===== src/rtl/apb_master.sv =====
// APB requester: one SETUP/ACCESS transfer per command, response on a
// valid/ready port, with a wait-state timeout against stuck completers.
module apb_master #(
    parameter int ADDR_W         = 32,
    parameter int DATA_W         = 32,
    parameter int TIMEOUT_CYCLES = 16,
    parameter int CNT_W          = 8
) (
    input  logic              i_clk_apb,
    input  logic              i_rst_apb,
    input  logic              i_cmd_valid,
    output logic              o_cmd_ready,
    input  logic [ADDR_W-1:0] i_cmd_addr,
    input  logic              i_cmd_rd0_wr1,
    input  logic [DATA_W-1:0] i_cmd_wr_data,
    output logic              o_rsp_valid,
    input  logic              i_rsp_ready,
    output logic [DATA_W-1:0] o_rsp_rd_data,
    output logic              o_rsp_err,
    output logic              o_timeout,
    output logic              o_psel,
    output logic              o_penable,
    output logic [ADDR_W-1:0] o_paddr,
    output logic              o_pwrite,
    output logic [DATA_W-1:0] o_pwdata,
    input  logic              i_pready,
    input  logic [DATA_W-1:0] i_prdata,
    input  logic              i_pslverr
);

    typedef enum logic [1:0] {
        S_IDLE   = 2'd0,
        S_SETUP  = 2'd1,
        S_ACCESS = 2'd2,
        S_RESP   = 2'd3
    } state_t;

    localparam bit              LP_TO_EN   = (TIMEOUT_CYCLES != 0);
    localparam logic [CNT_W-1:0] LP_TO_LAST = CNT_W'(TIMEOUT_CYCLES - 1);

    state_t              r_state, w_state_nxt;
    logic [CNT_W-1:0]    r_cnt, w_cnt_nxt;
    logic                r_psel, w_psel_nxt;
    logic                r_penable, w_penable_nxt;
    logic [ADDR_W-1:0]   r_paddr, w_paddr_nxt;
    logic                r_pwrite, w_pwrite_nxt;
    logic [DATA_W-1:0]   r_pwdata, w_pwdata_nxt;
    logic                r_rsp_valid, w_rsp_valid_nxt;
    logic [DATA_W-1:0]   r_rsp_rd_data, w_rsp_rd_data_nxt;
    logic                r_rsp_err, w_rsp_err_nxt;
    logic                r_timeout, w_timeout_nxt;
    logic                w_cmd_hs;
    logic                w_rsp_hs;

    assign o_cmd_ready = (r_state == S_IDLE) && !i_rst_apb;
    assign w_cmd_hs    = i_cmd_valid && o_cmd_ready;
    assign w_rsp_hs    = r_rsp_valid && i_rsp_ready;

    always_comb begin
        w_state_nxt       = r_state;
        w_cnt_nxt         = r_cnt;
        w_psel_nxt        = r_psel;
        w_penable_nxt     = r_penable;
        w_paddr_nxt       = r_paddr;
        w_pwrite_nxt      = r_pwrite;
        w_pwdata_nxt      = r_pwdata;
        w_rsp_valid_nxt   = r_rsp_valid;
        w_rsp_rd_data_nxt = r_rsp_rd_data;
        w_rsp_err_nxt     = r_rsp_err;
        w_timeout_nxt     = 1'b0;
        unique case (r_state)
            S_IDLE: begin
                if (w_cmd_hs) begin
                    w_paddr_nxt   = i_cmd_addr;
                    w_pwrite_nxt  = i_cmd_rd0_wr1;
                    w_pwdata_nxt  = i_cmd_rd0_wr1 ? i_cmd_wr_data : '0;
                    w_psel_nxt    = 1'b1;
                    w_penable_nxt = 1'b0;
                    w_state_nxt   = S_SETUP;
                end
            end
            S_SETUP: begin
                w_penable_nxt = 1'b1;
                w_cnt_nxt     = '0;
                w_state_nxt   = S_ACCESS;
            end
            S_ACCESS: begin
                // A ready completer beats a timeout firing on the same edge
                if (i_pready) begin
                    w_rsp_rd_data_nxt = r_pwrite ? '0 : i_prdata;
                    w_rsp_err_nxt     = i_pslverr;
                    w_psel_nxt        = 1'b0;
                    w_penable_nxt     = 1'b0;
                    w_rsp_valid_nxt   = 1'b1;
                    w_state_nxt       = S_RESP;
                end else if (LP_TO_EN && (r_cnt == LP_TO_LAST)) begin
                    w_rsp_rd_data_nxt = '0;
                    w_rsp_err_nxt     = 1'b1;
                    w_timeout_nxt     = 1'b1;
                    w_psel_nxt        = 1'b0;
                    w_penable_nxt     = 1'b0;
                    w_rsp_valid_nxt   = 1'b1;
                    w_state_nxt       = S_RESP;
                end else begin
                    w_cnt_nxt = r_cnt + 1'b1;
                end
            end
            S_RESP: begin
                if (w_rsp_hs) begin
                    w_rsp_valid_nxt = 1'b0;
                    w_rsp_err_nxt   = 1'b0;
                    w_state_nxt     = S_IDLE;
                end
            end
            default: w_state_nxt = S_IDLE;
        endcase
    end

    always_ff @(posedge i_clk_apb) begin
        if (i_rst_apb) begin
            r_state       <= S_IDLE;
            r_cnt         <= '0;
            r_psel        <= 1'b0;
            r_penable     <= 1'b0;
            r_paddr       <= '0;
            r_pwrite      <= 1'b0;
            r_pwdata      <= '0;
            r_rsp_valid   <= 1'b0;
            r_rsp_rd_data <= '0;
            r_rsp_err     <= 1'b0;
            r_timeout     <= 1'b0;
        end else begin
            r_state       <= w_state_nxt;
            r_cnt         <= w_cnt_nxt;
            r_psel        <= w_psel_nxt;
            r_penable     <= w_penable_nxt;
            r_paddr       <= w_paddr_nxt;
            r_pwrite      <= w_pwrite_nxt;
            r_pwdata      <= w_pwdata_nxt;
            r_rsp_valid   <= w_rsp_valid_nxt;
            r_rsp_rd_data <= w_rsp_rd_data_nxt;
            r_rsp_err     <= w_rsp_err_nxt;
            r_timeout     <= w_timeout_nxt;
        end
    end

    assign o_psel        = r_psel;
    assign o_penable     = r_penable;
    assign o_paddr       = r_paddr;
    assign o_pwrite      = r_pwrite;
    assign o_pwdata      = r_pwdata;
    assign o_rsp_valid   = r_rsp_valid;
    assign o_rsp_rd_data = r_rsp_rd_data;
    assign o_rsp_err     = r_rsp_err;
    assign o_timeout     = r_timeout;

endmodule

===== config.mk =====
export PLATFORM = sky130hd
export DESIGN_NAME = apb_master
export DESIGN_NICKNAME = d
export VERILOG_FILES = /design/src/rtl/apb_master.sv
export SDC_FILE = /design/constraint.sdc
export NUM_CORES = 1
export LEC_CHECK = 0
export BUFFER_PORTS_ARGS = -buffer_cell sky130_fd_sc_hd__buf_4
export CAP_MARGIN = 10
export CORE_ASPECT_RATIO = 1.75
export CORE_MARGIN = 2
export CORE_UTILIZATION = 46
export DETAILED_ROUTE_END_ITERATION = 8
export PLACE_DENSITY = 0.79
export SLEW_MARGIN = 30
export SYNTH_ARGS = -nofsm -noshare
export SYNTH_HDL_FRONTEND = slang
export SYNTH_SLANG_ARGS = --single-unit

===== constraint.sdc =====
create_clock -name i_clk_apb -period 2.26 [get_ports i_clk_apb]
set_clock_uncertainty 0.05 [all_clocks]
set_input_delay 0.339 -clock i_clk_apb [delete_from_list [all_inputs] [get_ports i_clk_apb]]
set_output_delay 0.339 -clock i_clk_apb [all_outputs]
set_load 0.005 [all_outputs]

# Yosys cells after proc, flatten, opt, wreduce, memory -nomap -nowiden

Index checks and enable logic that the tools add are counted.

Multiply operators: 0
Multiplexer cells: 25
Magnitude comparators: 0
Equal/unequal tests: 9
$add $sub $neg: 1
Reduce and logical (&&, ||, !) cells: 18
Shift-type cells: 0
Bitwise gates (word level): 1
Div/mod/pow operators: 0

Operator list:

| kind                                                                   | number |
|---|---|
| 32-bit 2-to-1 mux                                                      | 4 |
| 8-bit 2-to-1 mux                                                       | 2 |
| 8-bit case mux with 2 select lines                                     | 1 |
| 3-bit AND reduction                                                    | 5 |
| 1-bit 2-to-1 mux                                                       | 9 |
| 8-bit by 1-bit adder with 8-bit output (second input constant)         | 1 |
| 8-bit by 4-bit equality test with 1-bit output (second input constant) | 1 |
| 2-bit 2-to-1 mux                                                       | 4 |
| 2-bit != test (second input constant)                                  | 4 |
| 2-bit case mux with 4 select lines                                     | 1 |
| 2-bit nonzero test                                                     | 4 |
| 1-bit case mux with 2 select lines                                     | 3 |
| 2-bit equality test (second input constant)                            | 2 |
| 2-bit AND reduction                                                    | 2 |
| 1-bit logical AND                                                      | 3 |
| 3-bit != test (second input constant)                                  | 1 |
| 1-bit case mux with 3 select lines                                     | 1 |
| 3-bit nonzero test                                                     | 1 |
| 3-bit OR reduction                                                     | 1 |
| 2-bit by 1-bit equality test with 1-bit output (second input constant) | 1 |
| 2-bit logical NOT                                                      | 1 |
| 1-bit logical NOT                                                      | 1 |
| 1-bit NOT                                                              | 1 |

Bits in read-only memories: 0
Memory bits (writable): 0
Bits in latches: 0
Memories kept: 0
Input port bits: 103
Register bits: 112
Output and inout bits: 103

# Longest topological paths before layout

Gate-level depths: netlist of run 1.

Depth after elaboration: 5
Depth in mapped cells: 8
Depth with buffers taken out: 6

# Worst setup path after synthesis of run 1

No wires, ideal clock.

Path type: register -> register
Start: reg r_cnt[0]
End: reg r_cnt[3]
Stages on the path, launching flop included: 7
Arrival: 1616 ps
Period minus slack after synthesis: 1726 ps
Slack: 534 ps
Path through: dfxtp_1 > ha_1 > and3_1 > a21o_1 > buf_6 > or4_1 > nand2_1

Word-level cells in the longest chain between the ends: 4
Elaborated cells between the ends (all ways): 7
Classes of those cells: add/sub (1); eq/ne (2); mux (3); reduce/logical (1)

RTL lines:

| what                                   | RTL line | source |
|---|---|---|
| start: declaration                     | 42       | `logic [CNT_W-1:0] r_cnt, w_cnt_nxt;` |
| start signal: assignment               | 134      | `r_cnt <= w_cnt_nxt;` |
| 8-bit by 1-bit adder with 8-bit output | 105      | `w_cnt_nxt = r_cnt + 1'b1;` |
| 8-bit 2-to-1 mux                       | 96       | `end else if (LP_TO_EN && (r_cnt == LP_TO_LAST)) begin` |
| 8-bit 2-to-1 mux                       | 89       | `if (i_pready) begin` |
| 8-bit case mux with 2 select lines     | 71       | `unique case (r_state)` |

Parallel ways exist; a longest one is shown, timed or not. The select of a mux whose other input is x is not followed.
A chain may end at the register's enable or synchronous reset.

# Worst setup path in the final report of run 1

Start: reg r_state[0]
End: reg r_rsp_rd_data[22] (netlist: o_rsp_rd_data[22])

Word-level cells in the longest chain between the ends: 2

RTL lines:

| what                                 | RTL line | source |
|---|---|---|
| start: declaration                   | 41       | `state_t r_state, w_state_nxt;` |
| start signal: assignment             | 133      | `r_state <= w_state_nxt;` |
| 2-bit equality test                  | 71       |  |
| 2-bit AND reduction (no source line) | n/a      |  |
| end signal: assignment               | 141      | `r_rsp_rd_data <= w_rsp_rd_data_nxt;` |
| end: declaration                     | 49       | `logic [DATA_W-1:0] r_rsp_rd_data, w_rsp_rd_data_nxt;` |

No other way between the ends.

==> results.txt, run 1 <==
The run finished with clean final reports. The run gives 340 ps as the insertion delay of the later-clocked pin in the worst-skew pair. Summed over all nets, the half-perimeter wirelength after detailed placement is 9160 um.

Among all cell types in the netlist, the one instantiated most often is sky130_fd_sc_hd__nand2_1. Among all flip-flop cells after synthesis, the most frequent one is sky130_fd_sc_hd__dfxtp_1. At the end of the flow, the number of nets in the layout was 823.

The die covers 10400 um^2. The number of distinct library cell variants in the gate-level netlist after synthesis was 42; the total power density per cell area was 873 nW/um^2. Die height: 134 um. For this design the top-level I/O count stands at 206. The worst endpoint required time was 2490 ps.

Along the worst path, the maximum fanout reaches 32. The first routing iteration left 189 violations. The H-tree was split into 3 levels.

The tightest hold path in the finished design has a slack of 121 ps. Setup repair after global routing left no endpoint under its margin. The ratio of cells with drive above 1 in the final layout came out at 0.333.

The share of flip-flops with an asynchronous set or reset works out to 0. The clock root buffer was sky130_fd_sc_hd__clkbuf_16. The number of buffers inserted by port buffering was 205; the first-pass GRT wire length was 20200 um. The post-synthesis area per instance works out to 8.33 um^2. The startpoint class of the critical path was a flip-flop. Data arrives at the worst endpoint at 2160 ps. During synthesis, Yosys emitted a total of 0 warnings. In the synthesized netlist, the cells that appear most often are 137 x sky130_fd_sc_hd__nand2_1, 112 x sky130_fd_sc_hd__dfxtp_1, 75 x sky130_fd_sc_hd__nand3_1, 72 x sky130_fd_sc_hd__a21oi_1, 32 x sky130_fd_sc_hd__nand4b_1. The initial antenna violation count came out at 0. The first detailed-routing pass ran for 5 iterations. Synthesis inferred 112 register bits.

The number of enable-type register cells in the synthesized netlist is 0, and the worst supply voltage drop on vdd is 0.000485 V. The final design utilization is 0.671. The congestion estimate from routability-driven global placement came to 0.839. The synthesized instance count is 530, and the detailed-route wire length per cell is 15.2 um. The worst relative slew slack was 0.562; the total setup buffers inserted after CTS was 0. TritonCTS built the clock tree. The tools report the net count of the mapped netlist as 640. Yosys attributes the largest share of cell area to sky130_fd_sc_hd__dfxtp_1 51%, sky130_fd_sc_hd__nand2_1 12%, sky130_fd_sc_hd__nand3_1 8.5%, sky130_fd_sc_hd__a21oi_1 8.2%, sky130_fd_sc_hd__nand4b_1 6.3%. Once routing completed, OpenROAD measured the worst setup slack at 330 ps. In this run the worst hold path is classified as primary input to flip-flop. The post-route clock period utilization is 0.854. The run gives 9410 um^2 as the standard cell core area.

Of all cell types, the one taking the most synthesized area is sky130_fd_sc_hd__dfxtp_1. Counting the buffers created by CTS gives 9. The combined area of all synthesized cells came out at 4420 um^2. The deepest clock path buffer count is 2.

For this run, design rule violations remaining after detail routing come to 0. Critical path start-end classification: flip-flop to flip-flop. The leakage power total is 2.80 nW, and the final setup violation count is 0. The starting utilization of the core area is 0.469, and the number of pins exceeding their max-slew limit in the final report is 0. Adding up every negative setup slack in the final design gives 0 ps. The chip width was 78.1 um. After clock tree synthesis, the flow added hold-fix buffers numbering 0. For the sequential-to-total area share from yosys stat, the log shows 0.508. Total global-route track usage: 0.237.

The area share of the largest cell type after synthesis was 0.508; the synthesis-to-layout area growth was 42.9%. The worst setup path is captured at a flip-flop. Global route total overflow: 0. Dividing the detail-routed via count by the number of cells gives 5.38.

After clock tree synthesis, the repair step resized 0 gates. For the number of hold violations in the final report, the log shows 0. The tools report the routed via count as 4517. Max-cap violations in this run came to 0. The initialized floorplan defines 47 standard-cell rows. Prior to clock tree synthesis, the placed netlist has a worst setup slack of 371 ps. Entering global routing, the biggest net connects 37 pins.

At the pin with the least slew margin, the transition time is 656 ps. The clock drives 112 sinks. The number of global-route vias before repair came out at 4328. The minimum clock period came out at 1930 ps. Once detail routing completed, the nets flagged for antenna violations numbered 0.

The number of antenna diodes in the final layout is 0. Post-detailed-routing wire length: 12800 um. Clock input transition at the sequential cells of the worst setup and hold paths: 70 ps. The tools report the maximum clock rate as 518 MHz.
-- layout by cell type (no fill, tap or decap), types with 2 or more instances in the layout --
cell type                   netlist  layout
sky130_fd_sc_hd__clkbuf_16        0       9
sky130_fd_sc_hd__nand2b_1         3       3
sky130_fd_sc_hd__clkinv_2         0       2
sky130_fd_sc_hd__clkbuf_1        27       2
sky130_fd_sc_hd__nor2b_1          4       4
sky130_fd_sc_hd__buf_4            1     217
sky130_fd_sc_hd__a21oi_1         72      72
sky130_fd_sc_hd__nand3b_1         2       2
sky130_fd_sc_hd__clkbuf_8         0       2
sky130_fd_sc_hd__ha_1             7       7
sky130_fd_sc_hd__nand2_1        137     137
sky130_fd_sc_hd__nand4_1          3       3
sky130_fd_sc_hd__inv_1            4       4
sky130_fd_sc_hd__nand3_1         75      75
sky130_fd_sc_hd__nand4b_1        32      32
sky130_fd_sc_hd__dfxtp_1        112     112
sky130_fd_sc_hd__nor2_1           3       2
sky130_fd_sc_hd__o21ai_0          3       3
sky130_fd_sc_hd__o211ai_1         3       3
sky130_fd_sc_hd__or4_1            3       3
-- logic make-up (layout without fill, tap and decap cells) --
| group | count (synthesis) | after routing | share of synthesized area |
|---|---|---|---|
| xor+xnor | 1 | 1 | 0.00198 |
| compound gates | 89 | 89 | 0.111 |
| fa+ha+maj | 7 | 7 | 0.0198 |
| buf+inv | 49 | 237 | 0.0479 |
| simple gates | 272 | 272 | 0.311 |
| flops | 112 | 112 | 0.508 |
-- worst max-delay path: stages, from the launching register on --
cell and delay, ps:
sky130_fd_sc_hd__dfxtp_1 380, sky130_fd_sc_hd__inv_1 110, sky130_fd_sc_hd__ha_1 280, sky130_fd_sc_hd__and4_2 260, sky130_fd_sc_hd__a22oi_2 180, sky130_fd_sc_hd__buf_4 340
sky130_fd_sc_hd__nand2_1 120, sky130_fd_sc_hd__a21oi_1 130
-- path summary, 6_finish.rpt --
check | from | end | slack [ps] | depth (start not counted)
worst max-delay path | r_state[0]$_SDFFE_PP0P_ | o_rsp_rd_data[22]$_SDFFE_PP0P_ | 330 | 7
worst min-delay path | i_cmd_addr[26] | o_paddr[26]$_SDFFE_PP0P_ | 120 | 3
worst max register to register | r_state[0]$_SDFFE_PP0P_ | o_rsp_rd_data[22]$_SDFFE_PP0P_ | 330 | 7
worst min register to register | o_pwdata[6]$_SDFFE_PP0P_ | o_pwdata[6]$_SDFFE_PP0P_ | 400 | 2
-- per-layer routing --
layer	vias to the layer above	share of wire	GRT usage
li1	2193	-	-
met1	2110	0.38	0.266
met2	192	0.51	0.417
met3	22	0.079	0.0752
met4	0	0.026	0.0858
met5	-	0	0
-- report_power, final --
part	switching (mW)	leakage [nW]	internal (mW)
registers	0.163	0.910	2.23
clock network	0.687	0.150	0.918
logic	0.803	1.74	0.704
total	1.65	2.80	3.85
-- area by class of cell --
cell class	count	area, um^2
multi-input combinational	369	1970
timing repair buffer	217	1630
clock buffer	13	260
tap	122	153
fill	805	3100
clock inverter	3	40.0
sequential	112	2240
inverter	4	15.0
-- flip-flops by register name, summed over array words and instances, names as in the netlist --
signal / cells
o_paddr: 32
o_penable: 1
o_psel: 1
o_pwdata: 32
o_pwrite: 1
o_rsp_err: 1
o_rsp_rd_data: 32
o_rsp_valid: 1
o_timeout: 1
r_cnt: 8
r_state: 2
-- stage by stage --
step / cells / power (mW) / instance area, um^2
final: 840 / 5.51 / 6310
after global routing: 840 / 5.80 / 6310
after CTS: 840 / 5.55 / 6310
after detailed placement: 824 / 3.94 / 6010
after global placement: 824 / 3.89 / 6010
after floorplan: 530 / 3.20 / 4420
Note: power is estimated with default switching activity, not from simulation.
==> inputs of run 2 (changes only) <==
REMOVE_ABC_BUFFERS = 1   (was not set)
==> results.txt, run 2 (synthesis gave the netlist of run 1 again) <==
The tools report the worst slack after detailed placement as 344 ps (was 371 ps). The tools report the pin count of the biggest net entering global routing as 68 (was 37). The worst relative slew slack is 0.538 (was 0.562). Commonest non-fill, non-tap cells in the layout: 216 x sky130_fd_sc_hd__buf_4, 137 x sky130_fd_sc_hd__nand2_1, 112 x sky130_fd_sc_hd__dfxtp_1 (was 217 x sky130_fd_sc_hd__buf_4, 137 x sky130_fd_sc_hd__nand2_1, 112 x sky130_fd_sc_hd__dfxtp_1). For the remaining antenna violation count after routing, the log shows 0 (unchanged). The ratio of cells with drive above 1 in the final layout was 0.336 (was 0.333). The leakage power total was 2.80 nW (about the same). The logs give 2470 ps (was 2490 ps) for the worst endpoint required time and 1.72 mW (was 1.65 mW) for the net switching power figure. Setup repair after global routing left no endpoint under its margin. The run gives 0 (unchanged) as the number of diodes added for antenna fixing.

Synthesis-to-layout area growth: 43.2% (was 42.9%). The tools report the portion of total power attributed to sequential cells as 0.432 (was 0.435). The post-CTS resize count is 0 (unchanged), and the number of placed instances with taps included is 824 (unchanged). The number of global-route vias before repair came out at 4294 (was 4328). The starting DRC count in detailed routing was 165 (was 189). Row count: 47 (unchanged). The number of nets at the end of the flow was 823 (unchanged). The flow ran to the end, and the final reports show no timing, DRC or antenna violations. The run gives 0.291 (about the same) as the part of the total power dissipated in the clock network. The worst slack on hold paths was 116 ps (was 121 ps).

For the number of buffers created by CTS, the log shows 9 (unchanged). The count of maximum capacitance violations is 0 (unchanged), and the number of pins exceeding their max-slew limit in the final report is 0 (unchanged). The total I/O pin count came out at 206 (unchanged). The logs give 0 (unchanged) for the final setup violation count and 327 ps (was 330 ps) for the post-layout worst setup margin.

The number of standard cells in the layout, taps in and fillers out is 840 (unchanged), and the minimum clock period is 1930 ps (about the same). For the number of iterations in the first detailed-routing pass, the log shows 5 (unchanged). The maximum clock rate is 517 MHz (was 518 MHz). The run gives 0 (unchanged) as the global route total overflow.

The logs give 13000 um (was 12800 um) for the post-detailed-routing wire length and 0 (unchanged) for the number of hold violations in the final report. The type of the tightest min-delay check is primary input to flip-flop (unchanged). The clock root buffer is sky130_fd_sc_hd__clkbuf_16 (unchanged). Detailed-route wire length per cell: 15.5 um (was 15.2 um). The logs give 112 (unchanged) for the number of sinks on the clock net and 0 (unchanged) for the total setup buffers inserted after CTS.

The post-route clock period utilization works out to 0.855 (was 0.854). The slew at the pin closest to its max-slew limit was 693 ps (was 656 ps). Critical path endpoint category: a flip-flop (unchanged). The clock input transition at the sequential cells of the worst setup and hold paths came out at 80 ps (was 70 ps). The switching share of power was 0.311 (was 0.300); the initial antenna violation count was 0 (unchanged).

TritonCTS built the clock tree. The chip width came out at 78.1 um (unchanged). The startpoint class of the critical path is a flip-flop (unchanged). The die height was 134 um (unchanged). The quantity of hold-fixing buffers added after cts is 0 (unchanged). The run gives 3.81 mW (was 3.85 mW) as the internal portion of total power. The critical path start-end classification is flip-flop to flip-flop (unchanged). The post-detailed-route via-to-cell ratio is 5.27 (was 5.38). The run gives 340 ps (about the same) as the insertion delay of the later-clocked pin in the worst-skew pair.

The standard cell core area was 9410 um^2 (unchanged); the starting utilization of the core area was 0.469 (unchanged). The logs give 4425 (was 4517) for the routed via count and 0.245 (was 0.237) for the total global-route track usage. The tools report the first-pass GRT wire length as 20400 um (was 20200 um). The total power density per cell area was 875 nW/um^2 (was 873 nW/um^2); the deepest clock path buffer count was 2 (unchanged). The global placer's final weighted congestion was 0.822 (was 0.839); the power consumption was 5.53 mW (was 5.51 mW). The number of buffers inserted by port buffering is 205 (unchanged), and the final routed DRC violation total is 0 (unchanged). The worst supply voltage drop on vdd is 0.000563 V (was 0.000485 V). The tools report the detailed placement HPWL as 9300 um (was 9160 um). Combinational share of power: 0.277 (was 0.274).

The most frequent standard cell in the layout excluding fill and tap cells is sky130_fd_sc_hd__buf_4 (unchanged). The data arrival time at the worst-slack endpoint came out at 2140 ps (was 2160 ps). The peak fanout along the critical path is 12 (was 32). Area of the die: 10400 um^2 (unchanged). The deepest level of the CTS H-tree was 3 (unchanged).
-- run 2: cell count changes in the layout (fill, tap and decap cells not counted) --
cell,change
sky130_fd_sc_hd__buf_12,+1
sky130_fd_sc_hd__buf_4,-1
sky130_fd_sc_hd__clkbuf_1,-2
sky130_fd_sc_hd__clkbuf_8,-2
sky130_fd_sc_hd__clkinv_2,-1
sky130_fd_sc_hd__clkinv_4,+2
sky130_fd_sc_hd__inv_6,+3
-- run 2: per-layer routing --
metal,track usage,share of wire
met3,0.0678,0.054
met1,0.272,0.38
met5,0,0
met4,0.112,0.039
met2,0.430,0.53
-- run 2: power groups by stage --
stage	clock [mW]	combinational (mW)	sequential, mW
final	1.61	1.53	2.39
after global routing	1.73	1.67	2.43
after CTS	1.64	1.53	2.39
after detailed placement	0	1.52	2.43
after global placement	0	1.47	2.42
after floorplan	0	0.661	2.44
-- run 2: stage by stage --
stage                util  setup TNS (ps)  area (um^2)
global route        0.672               0         6330
detailed placement  0.640               0         6020
CTS                 0.672               0         6330
global placement    0.640               0         6020
finish              0.672               0         6330
floorplan               -          -99650         4220
-- run 2: layout make-up --
type | instances | area (um^2)
inverter | 4 | 15.0
sequential | 112 | 2240
multi-input combinational | 369 | 1970
clock buffer | 9 | 225
tap | 122 | 153
timing repair buffer | 217 | 1640
fill | 797 | 3080
clock inverter | 7 | 78.8
-- run 2: worst paths after layout --
| kind | endpoint | start | cells after the start | slack (ps) |
|---|---|---|---|---|
| setup reg to reg | o_rsp_err$_SDFFE_PP0P_ | r_state[0]$_SDFFE_PP0P_ | 7 | 330 |
| setup / recovery | o_rsp_err$_SDFFE_PP0P_ | r_state[0]$_SDFFE_PP0P_ | 7 | 330 |
| hold reg to reg | o_pwdata[16]$_SDFFE_PP0P_ | o_pwdata[16]$_SDFFE_PP0P_ | 2 | 400 |
| hold / removal | o_paddr[9]$_SDFFE_PP0P_ | i_cmd_addr[9] | 3 | 120 |
-- run 2: worst max-delay path, stage by stage, from the launching register on --
cell and delay, ps:
sky130_fd_sc_hd__dfxtp_1 340, sky130_fd_sc_hd__inv_1 130, sky130_fd_sc_hd__ha_1 330, sky130_fd_sc_hd__and4_2 280, sky130_fd_sc_hd__a22oi_2 60, sky130_fd_sc_hd__buf_4 200
sky130_fd_sc_hd__or2_1 230, sky130_fd_sc_hd__o31ai_1 230
==> inputs of run 3 (changes only) <==
CELL_PAD_IN_SITES_DETAIL_PLACEMENT = 0   (was not set)
CELL_PAD_IN_SITES_GLOBAL_PLACEMENT = 1   (was not set)
CORE_UTILIZATION = 33   (was 46)
PLACE_DENSITY = not set   (was 0.79)
PLACE_DENSITY_LB_ADDON = 0.1   (was not set)
==> results.txt, run 3 (synthesis gave the netlist of run 1 again) <==
The total power density per cell area was 859 nW/um^2 (was 875 nW/um^2); the data arrival time at the worst-slack endpoint was 2210 ps (was 2140 ps). The synthesis-to-layout area growth was 44.1% (was 43.2%). The deepest level of the CTS H-tree came out at 3 (unchanged).

For the global placer's final weighted congestion, the log shows 0.806 (was 0.822). The end of the worst hold path was o_paddr[16]$_SDFFE_PP0P_ (was o_paddr[9]$_SDFFE_PP0P_). The tools report the number of sinks on the clock net as 112 (unchanged). Critical path buffer and inverter count: 2 (unchanged).

The number of iterations in the first detailed-routing pass came out at 5 (unchanged). The highest-delay cell along the critical path is sky130_fd_sc_hd__dfxtp_1 (unchanged). Starting DRC count in detailed routing: 152 (was 165). The number of buffers inserted by port buffering is 205 (unchanged). For the deepest clock path buffer count, the log shows 2 (unchanged). The tools report the worst flop-to-flop path startpoint as r_state[0]$_SDFFE_PP0P_ (unchanged). The kind of cell adding the most delay to the critical path was buffers and inverters (was simple AND/OR/NAND/NOR gates). The tools report the remaining antenna violation count after routing as 0 (unchanged).

The number of global-route vias before repair was 4303 (was 4294). The run finished with clean final reports. The peak fanout along the critical path was 32 (was 12). The startpoint class of the critical path was a flip-flop (unchanged). The chip width was 91.5 um (was 78.1 um). The length in cells of the worst reg-to-reg path came out at 7 (unchanged).

The minimum clock period works out to 1980 ps (was 1930 ps). TritonCTS built the clock tree. The critical path start-end classification is flip-flop to flip-flop (unchanged).

Type of the tightest min-delay check: primary input to flip-flop (unchanged). Worst endpoint required time: 2480 ps (was 2470 ps). The critical path endpoint category is a flip-flop (unchanged). The slew at the pin closest to its max-slew limit is 551 ps (was 693 ps), and the detailed-route wire length per cell is 14.5 um (was 15.5 um). The number of pins exceeding their max-slew limit in the final report was 0 (unchanged).

The maximum clock rate came out at 504 MHz (was 517 MHz). Commonest non-fill, non-tap cells in the layout: 214 x sky130_fd_sc_hd__buf_4, 137 x sky130_fd_sc_hd__nand2_1, 112 x sky130_fd_sc_hd__dfxtp_1 (was 216 x sky130_fd_sc_hd__buf_4, 137 x sky130_fd_sc_hd__nand2_1, 112 x sky130_fd_sc_hd__dfxtp_1). The tools report the final setup violation count as 0 (unchanged).

The row count is 56 (was 47). The tools report the worst supply voltage drop on vdd as 0.000434 V (was 0.000563 V). The number of diodes added for antenna fixing was 0 (unchanged); the quantity of hold-fixing buffers added after cts was 0 (unchanged). The logs give 821 (was 823) for the number of nets at the end of the flow and 9050 um (was 9300 um) for the detailed placement HPWL. Setup repair after global routing left no endpoint under its margin.

The pin count of the biggest net entering global routing is 66 (was 68). The logs give 0 (unchanged) for the global route total overflow and 4390 (was 4425) for the routed via count. Most frequent standard cell in the layout excluding fill and tap cells: sky130_fd_sc_hd__buf_4 (unchanged). The clock input transition at the sequential cells of the worst setup and hold paths is 80 ps (about the same).

For the final routed DRC violation total, the log shows 0 (unchanged). The post-detailed-route via-to-cell ratio is 4.93 (was 5.27). The logs give 14400 um^2 (was 10400 um^2) for the area of the die and 21000 um (was 20400 um) for the first-pass GRT wire length.

Starting utilization of the core area: 0.334 (was 0.469). The logs give 121 ps (was 116 ps) for the worst slack on hold paths and 0 (unchanged) for the total setup buffers inserted after CTS. The clock root buffer is sky130_fd_sc_hd__clkbuf_16 (unchanged). The post-route clock period utilization was 0.878 (was 0.855); the leakage power total was 2.78 nW (was 2.80 nW). The logs give 0 ps (unchanged) for the aggregate negative setup slack and 0 (unchanged) for the initial antenna violation count.

The post-detailed-routing wire length is 12900 um (was 13000 um). The tools report the destination of the worst register-to-register timing path as o_rsp_rd_data[16]$_SDFFE_PP0P_ (was o_rsp_err$_SDFFE_PP0P_). The count of maximum capacitance violations is 0 (unchanged), and the delay of the slowest critical-path stage is 400 ps (was 340 ps). The logs give 9 (unchanged) for the number of buffers created by CTS and 206 (unchanged) for the total I/O pin count.

The count of cells along the worst hold path was 3 (unchanged); the total global-route track usage was 0.177 (was 0.245). The tools report the start point of the worst hold path as i_cmd_addr[16] (was i_cmd_addr[9]). The ratio of cells with drive above 1 in the final layout was 0.332 (was 0.336).

The logs give 280 ps (was 330 ps) for the internal reg-to-reg setup slack and 0.632 (was 0.538) for the worst relative slew slack. The number of hold violations in the final report came out at 0 (unchanged). Crit path cell chain: inv_1 -> ha_1 -> and4_2 -> a22oi_2 -> buf_4 -> nand2_1 -> a21oi_1 (was inv_1 -> ha_1 -> and4_2 -> a22oi_2 -> buf_4 -> or2_1 -> o31ai_1). The post-CTS resize count was 0 (unchanged); the die height was 157 um (was 134 um).

The insertion delay of the later-clocked pin in the worst-skew pair was 340 ps (about the same); the standard cell core area was 13200 um^2 (was 9410 um^2).
-- run 3: worst max path at each step --
stage | from | endpoint | slack, ps | cells after the start
finish | r_state[0]$_SDFFE_PP0P_ | o_rsp_rd_data[16]$_SDFFE_PP0P_ | 280 | 7
global route | r_state[0]$_SDFFE_PP0P_ | o_rsp_rd_data[4]$_SDFFE_PP0P_ | 120 | 7
CTS | r_state[0]$_SDFFE_PP0P_ | o_rsp_rd_data[16]$_SDFFE_PP0P_ | 280 | 7
detailed placement | r_state[0]$_SDFFE_PP0P_ | o_rsp_rd_data[16]$_SDFFE_PP0P_ | 290 | 7
global placement | r_state[0]$_SDFFE_PP0P_ | o_rsp_rd_data[4]$_SDFFE_PP0P_ | 380 | 7
floorplan | r_state[0]$_SDFFE_PP0P_ | o_pwdata[0]$_SDFFE_PP0P_ | -1480 | 6
-- run 3: power by group --
group	switching [mW]	leakage [nW]	internal, mW	total [mW]
Sequential	0.162	0.910	2.23	2.39
Clock	0.734	0.141	0.824	1.56
Combinational	0.807	1.73	0.705	1.51
Total	1.70	2.78	3.76	5.46
-- run 3: through the flow --
stage                     total power, mW  setup WS (ps)  area [um^2]  cells  utilization
final                                5.46            276         6360    890        0.481
after global routing                 5.81            119         6360    890        0.481
after CTS                            5.56            278         6360    890        0.481
after detailed placement             3.97            286         6070    874        0.459
after floorplan                      3.10          -1480         4220    485            -
after global placement               3.94            381         6070    874        0.459
-- run 3: layout make-up --
type | count | area, um^2
Multi-Input combinational cell | 369 | 1970
Sequential cell | 112 | 2240
Fill cell | 1309 | 6880
Inverter | 4 | 15.0
Timing Repair Buffer | 215 | 1630
Tap cell | 174 | 218
Clock buffer | 12 | 256
Clock inverter | 4 | 36.3
-- run 3: per-layer routing --
metal | vias to the layer above | share of wire | global-route usage
li1 | 2186 | - | -
met1 | 2050 | 0.39 | 0.206
met2 | 132 | 0.52 | 0.309
met3 | 22 | 0.063 | 0.0445
met4 | 0 | 0.023 | 0.0700
met5 | - | 0 | 0
-- run 3: worst register-to-register path: cells and delay by family (launching register included) --
family | cells | cell delay (ps)
compound gates | 2 | 330
simple gates | 2 | 380
buf+inv | 2 | 460
flops | 1 | 400
fa+ha+maj | 1 | 310
